===== config.mk =====
export PLATFORM = sky130hd
export DESIGN_NAME = gb_bus_fabric
export DESIGN_NICKNAME = d
export VERILOG_FILES = /design/src/rtl/gb_bus_fabric_pkg.sv /design/src/rtl/gb_bus_arbiter.sv /design/src/rtl/gb_bus_fabric.sv
export SDC_FILE = /design/constraint.sdc
export NUM_CORES = 1
export LEC_CHECK = 0
export CAP_MARGIN = 10
export CORE_ASPECT_RATIO = 0.75
export CORE_MARGIN = 3
export CORE_UTILIZATION = 31
export DETAILED_ROUTE_END_ITERATION = 7
export GPL_ROUTABILITY_DRIVEN = 0
export GPL_TIMING_DRIVEN = 0
export HOLD_SLACK_MARGIN = 0.02
export PLACE_DENSITY = 0.77
export RECOVER_POWER = 100
export SLEW_MARGIN = 20
export SYNTH_ARGS = -nofsm -noshare
export SYNTH_HDL_FRONTEND = slang
export SYNTH_SLANG_ARGS = --single-unit

===== constraint.sdc =====
create_clock -name clk -period 1.7 [get_ports clk]
set_input_delay 0.17 -clock clk [delete_from_list [all_inputs] [get_ports clk]]
set_output_delay 0.17 -clock clk [all_outputs]
set_load 0.005 [all_outputs]

===== src/rtl/gb_bus_fabric_pkg.sv =====
// Shared types and constants for the Game Boy bus fabric.
package gb_bus_fabric_pkg;

    typedef enum logic [1:0] {
        IDLE,
        ISSUE,
        RESP
    } fabric_state_t;

    localparam int ARB_FIXED = 0;
    localparam int ARB_RR    = 1;

    // Value returned to a master whose access timed out (undriven bus).
    localparam logic [7:0] OPEN_BUS_DATA = 8'hFF;

endpackage


===== src/rtl/gb_bus_arbiter.sv =====
// Combinational request picker: scans from a start index (round-robin)
// or from index 0 (fixed priority) and returns the first requester.
module gb_bus_arbiter
    import gb_bus_fabric_pkg::*;
#(
    parameter int N_MASTERS = 3,
    parameter int IDX_W     = $clog2(N_MASTERS)
) (
    input  logic [N_MASTERS-1:0] req_i,
    input  logic [IDX_W-1:0]     start_i,
    input  logic                 mode_i,
    output logic [N_MASTERS-1:0] grant_o,
    output logic [IDX_W-1:0]     idx_o,
    output logic                 valid_o
);

    int               base;
    int               cand;
    logic [IDX_W-1:0] cand_idx;

    // First requester found when walking upward from base, wrapping at N_MASTERS.
    always_comb begin
        grant_o  = '0;
        idx_o    = '0;
        valid_o  = 1'b0;
        cand     = 0;
        cand_idx = '0;
        base     = mode_i ? int'(start_i) : 0;
        for (int k = 0; k < N_MASTERS; k++) begin
            cand     = (base + k) % N_MASTERS;
            cand_idx = IDX_W'(cand);
            if (!valid_o && req_i[cand_idx]) begin
                valid_o           = 1'b1;
                idx_o             = cand_idx;
                grant_o[cand_idx] = 1'b1;
            end
        end
    end

endmodule


===== src/rtl/gb_bus_fabric.sv =====
// Multi-master bus fabric: arbitrates requesters onto one downstream port,
// with lockable bursts and an optional downstream timeout.
module gb_bus_fabric
    import gb_bus_fabric_pkg::*;
#(
    parameter int N_MASTERS      = 3,
    parameter int ADDR_W         = 16,
    parameter int DATA_W         = 8,
    parameter int ARB_MODE       = 0,
    parameter int TIMEOUT_CYCLES = 0
) (
    input  logic                          clk,
    input  logic                          reset,
    input  logic [N_MASTERS-1:0]          m_req,
    input  logic [N_MASTERS-1:0]          m_we,
    input  logic [N_MASTERS-1:0]          m_lock,
    input  logic [N_MASTERS*ADDR_W-1:0]   m_addr,
    input  logic [N_MASTERS*DATA_W-1:0]   m_wdata,
    output logic [N_MASTERS-1:0]          m_ack,
    output logic [N_MASTERS-1:0]          m_err,
    output logic [DATA_W-1:0]             m_rdata,
    output logic                          ds_req,
    output logic                          ds_we,
    output logic [ADDR_W-1:0]             ds_addr,
    output logic [DATA_W-1:0]             ds_wdata,
    input  logic [DATA_W-1:0]             ds_rdata,
    input  logic                          ds_ack,
    output logic [$clog2(N_MASTERS)-1:0]  grant_id,
    output logic                          busy
);

    localparam int IDX_W  = $clog2(N_MASTERS);
    localparam int TCNT_W = (TIMEOUT_CYCLES > 1) ? $clog2(TIMEOUT_CYCLES) : 1;

    fabric_state_t     state_q, state_d;
    logic [IDX_W-1:0]  grant_q, grant_d;
    logic [IDX_W-1:0]  last_grant_q, last_grant_d;
    logic              we_q, we_d;
    logic [ADDR_W-1:0] addr_q, addr_d;
    logic [DATA_W-1:0] wdata_q, wdata_d;
    logic [DATA_W-1:0] rdata_q, rdata_d;
    logic              err_q, err_d;
    logic              lock_q, lock_d;
    logic [TCNT_W-1:0] tcnt_q, tcnt_d;

    logic [IDX_W-1:0]     start_ptr;
    logic [N_MASTERS-1:0] arb_grant;
    logic [IDX_W-1:0]     arb_idx;
    logic                 arb_valid;
    logic                 lock_hold;
    logic                 pick_valid;
    logic [IDX_W-1:0]     pick_idx;
    logic                 pick_lock;
    logic                 timeout_hit;

    assign start_ptr = (last_grant_q == IDX_W'(N_MASTERS - 1)) ? '0 : last_grant_q + 1'b1;

    gb_bus_arbiter #(
        .N_MASTERS (N_MASTERS),
        .IDX_W     (IDX_W)
    ) u_arbiter (
        .req_i   (m_req),
        .start_i (start_ptr),
        .mode_i  (ARB_MODE == ARB_RR),
        .grant_o (arb_grant),
        .idx_o   (arb_idx),
        .valid_o (arb_valid)
    );

    // A held lock overrides arbitration only while its owner keeps requesting.
    assign lock_hold   = lock_q && m_req[grant_q];
    assign pick_valid  = lock_hold || arb_valid;
    assign pick_idx    = lock_hold ? grant_q : arb_idx;
    assign pick_lock   = lock_hold ? m_lock[grant_q] : |(arb_grant & m_lock);
    assign timeout_hit = (TIMEOUT_CYCLES != 0) && (tcnt_q == TCNT_W'(TIMEOUT_CYCLES - 1));

    // Next-state logic: grant and latch in IDLE, wait for downstream in ISSUE, ack in RESP.
    always_comb begin
        state_d      = state_q;
        grant_d      = grant_q;
        last_grant_d = last_grant_q;
        we_d         = we_q;
        addr_d       = addr_q;
        wdata_d      = wdata_q;
        rdata_d      = rdata_q;
        err_d        = err_q;
        lock_d       = lock_q;
        tcnt_d       = tcnt_q;
        case (state_q)
            IDLE: begin
                if (pick_valid) begin
                    state_d      = ISSUE;
                    grant_d      = pick_idx;
                    last_grant_d = pick_idx;
                    lock_d       = pick_lock;
                    we_d         = m_we[pick_idx];
                    addr_d       = m_addr[pick_idx*ADDR_W +: ADDR_W];
                    wdata_d      = m_wdata[pick_idx*DATA_W +: DATA_W];
                    err_d        = 1'b0;
                    tcnt_d       = '0;
                end
            end
            ISSUE: begin
                if (ds_ack) begin
                    // Acknowledge beats a coincident timeout.
                    state_d = RESP;
                    rdata_d = ds_rdata;
                    err_d   = 1'b0;
                end else if (timeout_hit) begin
                    state_d = RESP;
                    rdata_d = DATA_W'(OPEN_BUS_DATA);
                    err_d   = 1'b1;
                    lock_d  = 1'b0;
                end else if (TIMEOUT_CYCLES != 0) begin
                    tcnt_d = tcnt_q + 1'b1;
                end
            end
            RESP: begin
                state_d = IDLE;
            end
            default: begin
                state_d = IDLE;
            end
        endcase
    end

    // State and latched-command registers with synchronous reset.
    always_ff @(posedge clk) begin
        if (reset) begin
            state_q      <= IDLE;
            grant_q      <= '0;
            last_grant_q <= IDX_W'(N_MASTERS - 1);
            we_q         <= 1'b0;
            addr_q       <= '0;
            wdata_q      <= '0;
            rdata_q      <= '0;
            err_q        <= 1'b0;
            lock_q       <= 1'b0;
            tcnt_q       <= '0;
        end else begin
            state_q      <= state_d;
            grant_q      <= grant_d;
            last_grant_q <= last_grant_d;
            we_q         <= we_d;
            addr_q       <= addr_d;
            wdata_q      <= wdata_d;
            rdata_q      <= rdata_d;
            err_q        <= err_d;
            lock_q       <= lock_d;
            tcnt_q       <= tcnt_d;
        end
    end

    assign ds_req   = (state_q == ISSUE);
    assign ds_we    = we_q;
    assign ds_addr  = addr_q;
    assign ds_wdata = wdata_q;
    assign m_rdata  = rdata_q;
    assign grant_id = grant_q;
    assign busy     = (state_q != IDLE);

    for (genvar gi = 0; gi < N_MASTERS; gi++) begin : g_resp
        assign m_ack[gi] = (state_q == RESP) && (grant_q == IDX_W'(gi));
        assign m_err[gi] = (state_q == RESP) && (grant_q == IDX_W'(gi)) && err_q;
    end

endmodule


==> summary.md <==
| Metric | Value |
|---|---|
| Initial antenna violation count | 0 |
| Worst reg2reg path depth | 6 |
| Area growth syn-to-layout | 97.1% |
| Final worst path period share | 102% |
| Switching share of power | 25.7% |
| Final Hold Violating Endpoints | 0 |
| Hold Path Sink | m_rdata[0]$_SDFFE_PP0P_ |
| RSZ-0062 raised after global routing | true |
| Largest family of logic cells by synthesized area | compound AO/OA/AOI/OAI gates |
| Post-synth top flop | dfxtp_1 |
| Vias in the first global route | 2007 |
| FF-to-FF End | ds_wdata[4]$_SDFFE_PP0P_ |
| Synth area leaders | dfxtp_1, mux2i_1, a22oi_1, o21ai_1, a21oi_1 |
| Psw | 622 uW |
| Die width | 94.6 um |
| Commonest cells in the netlist | dfxtp_1, mux2i_1, a22oi_1, o21ai_1, a21oi_1 |
| Failing checks | setup timing |
| I/O pin count | 135 |
| Worst-skew pair later-pin latency | 0.28 ns |
| Die ar. | 6850 um^2 |
| Largest net degree at the start of global routing | 12 |
| VDD IR max | 0.336 mV |
| Power, Total | 2.42 mW |
| Hold path cells | 2 |
| Worst R2R Start | state_q[1]$_SDFFE_PP0P_ |
| Mean Syn Cell Area | 9.27 um^2 |
| Crit path required time | 1.92 ns |
| P per Cell Area | 673 nW/um^2 |
| Post-synth top area cell | dfxtp_1 |
| Inst Count DP | 403 |
| WS Path Type | flop to flop |
| Top-count cell post-synth | dfxtp_1 |
| Yosys warning count | 0 |
| DRC viols | 0 |
| Fmax | 0.576 GHz |
| P_int | 1.80 mW |
| CTS tree | built |
| # port buffers | 129 |
| Post-synthesis sequential area ratio | 41.7% |
| Top cell type's share of synthesized area | 41.7% |
| Core box area | 5530 um^2 |
| Worst-path clk slew | 0.07 ns |
| Via-per-instance ratio | 4.90 |
| Non-Filler Instances | 416 |
| Logic pwr share | 32.7% |
| Routed WL per cell | 14.9 um |
| Status | complete, but fails checks |
| Initial Util | 33.0% |
| Synthesized area | 1830 um^2 |
| Final WS setup | -0.0354 ns |
| Final WL | 6.20 mm |
| Crit. End Element | flop |
| Final setup fails | 10 |
| Setup TNS | -0.0691 ns |
| Distinct cells, synth | 32 |
| Clk sinks | 38 |
| Fraction of final layout cells sized beyond drive strength 1 | 20.5% |
| DRT iter0 DRCs | 48 |
| Clock Path Buffers | 2 |
| Async SR Flop Fraction | 0% |
| Hold Crit Start | reset |
| Leakage | 1.55 nW |
| Register bit total from synthesis | 38 |
| Fin Clk Skew | 0.00291 ns |
| Seq pwr share | 42.4% |
| Max-slew violations | 0 |
| Synth Area in Simple Gates | 11.6% |
| H-Tree Depth | 2 |
| Max-cap violations | 0 |
| Synth Area in Compound Gates | 23.4% |
| CTS root buffer | clkbuf_8 |
| Routed vias | 2039 |
| Worst-path fanout max | 10 |
| Pre-antenna DRT Iters | 4 |
| Global-route wire length before repair | 9.34 mm |
| Post-synthesis mux area share | 15.4% |
| XOR/XNOR share of the synthesized area | 0% |
| Final ANT Viol Nets | 0 |
| Num rows | 23 |
| Critical Path Start Type | flop |
| All-Layer GR Usage | 17.6% |
| Post-synth EDFFs | 0 |
| Clock share of power | 24.9% |
| Die span in y | 72.5 um |
| Synth Instances | 197 |
| Fin crit period | 1.74 ns |
| Net count, final | 434 |
| Hpwl dp | 4.72 mm |
| Antenna Cells | 0 |
| Grt total ovfl | 0 |
| Hold crit path type | input port to flop |
| Critical Path AT | 1.95 ns |
| Num CTS Buffers | 5 |
| Reg-to-reg setup timing slack | -0.04 ns |
| Post-Synth Adder-Cell Area | 0% |
==> per-layer routing <==
layer  share of wire (%)  global-route usage, %  wire length [um]  vias to the layer above
met5                   0                      0                 0                        -
met4                 1.7                   5.12               104                        0
met3                 9.3                   6.84               575                       11
met2                  49                   29.8              3040                       81
met1                  40                   20.6              2480                      932
li1                    -                      -                 -                     1015
==> layout by cell type (no fill, tap or decap), types with 8 or more instances in the layout <==
cell / synthesis / final
a21oi_1: 11 / 11
a22oi_1: 25 / 18
buf_4: 3 / 15
clkdlybuf4s50_1: 0 / 105
dfxtp_1: 38 / 34
dlygate4sd3_1: 0 / 20
mux2i_1: 28 / 28
nand2_1: 9 / 9
nand3_1: 8 / 8
o21ai_2: 0 / 21
==> what timing repair did <==
item	in CTS	in global routing
setup buffers	8	1
setup endpoints to repair	27	29
hold buffers	0	0
gates cloned	1	1
pin swaps	13	4
gates resized for setup	30	37
==> power by group through the flow <==
| stage | registers, mW | logic [mW] | clock network, mW |
|---|---|---|---|
| after floorplan | 1.05 | 0.247 | 0 |
| after global placement | 1.04 | 0.686 | 0 |
| after global routing | 1.04 | 0.855 | 0.657 |
| after detailed placement | 1.04 | 0.690 | 0 |
| final | 1.03 | 0.790 | 0.602 |
| after CTS | 1.03 | 0.758 | 0.616 |
==> layout make-up <==
type / count / area, um^2
buffer: 17 / 155
clock buffer: 6 / 82.6
fill: 493 / 1930
inverter: 3 / 11.3
multi-input combinational: 137 / 1080
sequential: 38 / 768
tap: 75 / 93.8
timing repair buffer: 140 / 1410
==> state kept, by name, summed over array words and instances, names as in the netlist <==
signal,flops
ds_we,1
m_rdata,8
lock_q,1
grant_id,2
ds_wdata,8
state_q,2
ds_addr,16
==> cells by family after synthesis <==
logic type / Yosys count
multiplexers: 28
other: 1
buffers and inverters: 24
AO/OA/AOI/OAI: 69
flip-flops: 38
AND/OR/NAND/NOR: 37
==> how the worst max path moves through the flow <==
stage	start	endpoint	slack [ns]	cells after the start
6_report	state_q[1]$_SDFFE_PP0P_	ds_wdata[4]$_SDFFE_PP0P_	-0.04	6
5_1_grt	state_q[1]$_SDFFE_PP0P_	ds_wdata[4]$_SDFFE_PP0P_	-0.12	6
4_1_cts	state_q[0]$_SDFFE_PP0P_	ds_wdata[4]$_SDFFE_PP0P_	-0.03	7
3_5_place_dp	m_req[0]	ds_addr[11]$_SDFFE_PP0P_	-0.49	8
3_3_place_gp	m_req[0]	ds_wdata[7]$_SDFFE_PP0P_	-0.52	8
2_1_floorplan	state_q[0]$_SDFFE_PP0P_	ds_addr[0]$_SDFFE_PP0P_	0.004	8
==> worst max-delay path: stages, from the launching register on <==
cell     delay, ns
dfxtp_2       0.32
or2_1         0.23
or2_1         0.25
buf_6         0.14
or3_4         0.40
buf_12        0.18
o21ai_2       0.14
==> per-stage QoR <==
step                hold slack, ns  utilization [%]  setup slack (ns)  area (um^2)
CTS                          0.258             62.6           -0.0285         3460
global route                 0.332             65.1            -0.116         3600
floorplan                    0.301                -           0.00410         1840
finish                       0.286             65.1           -0.0354         3600
detailed placement           0.450             58.4            -0.493         3220
global placement             0.444             58.4            -0.518         3220
(Power assumes the default switching activity.)
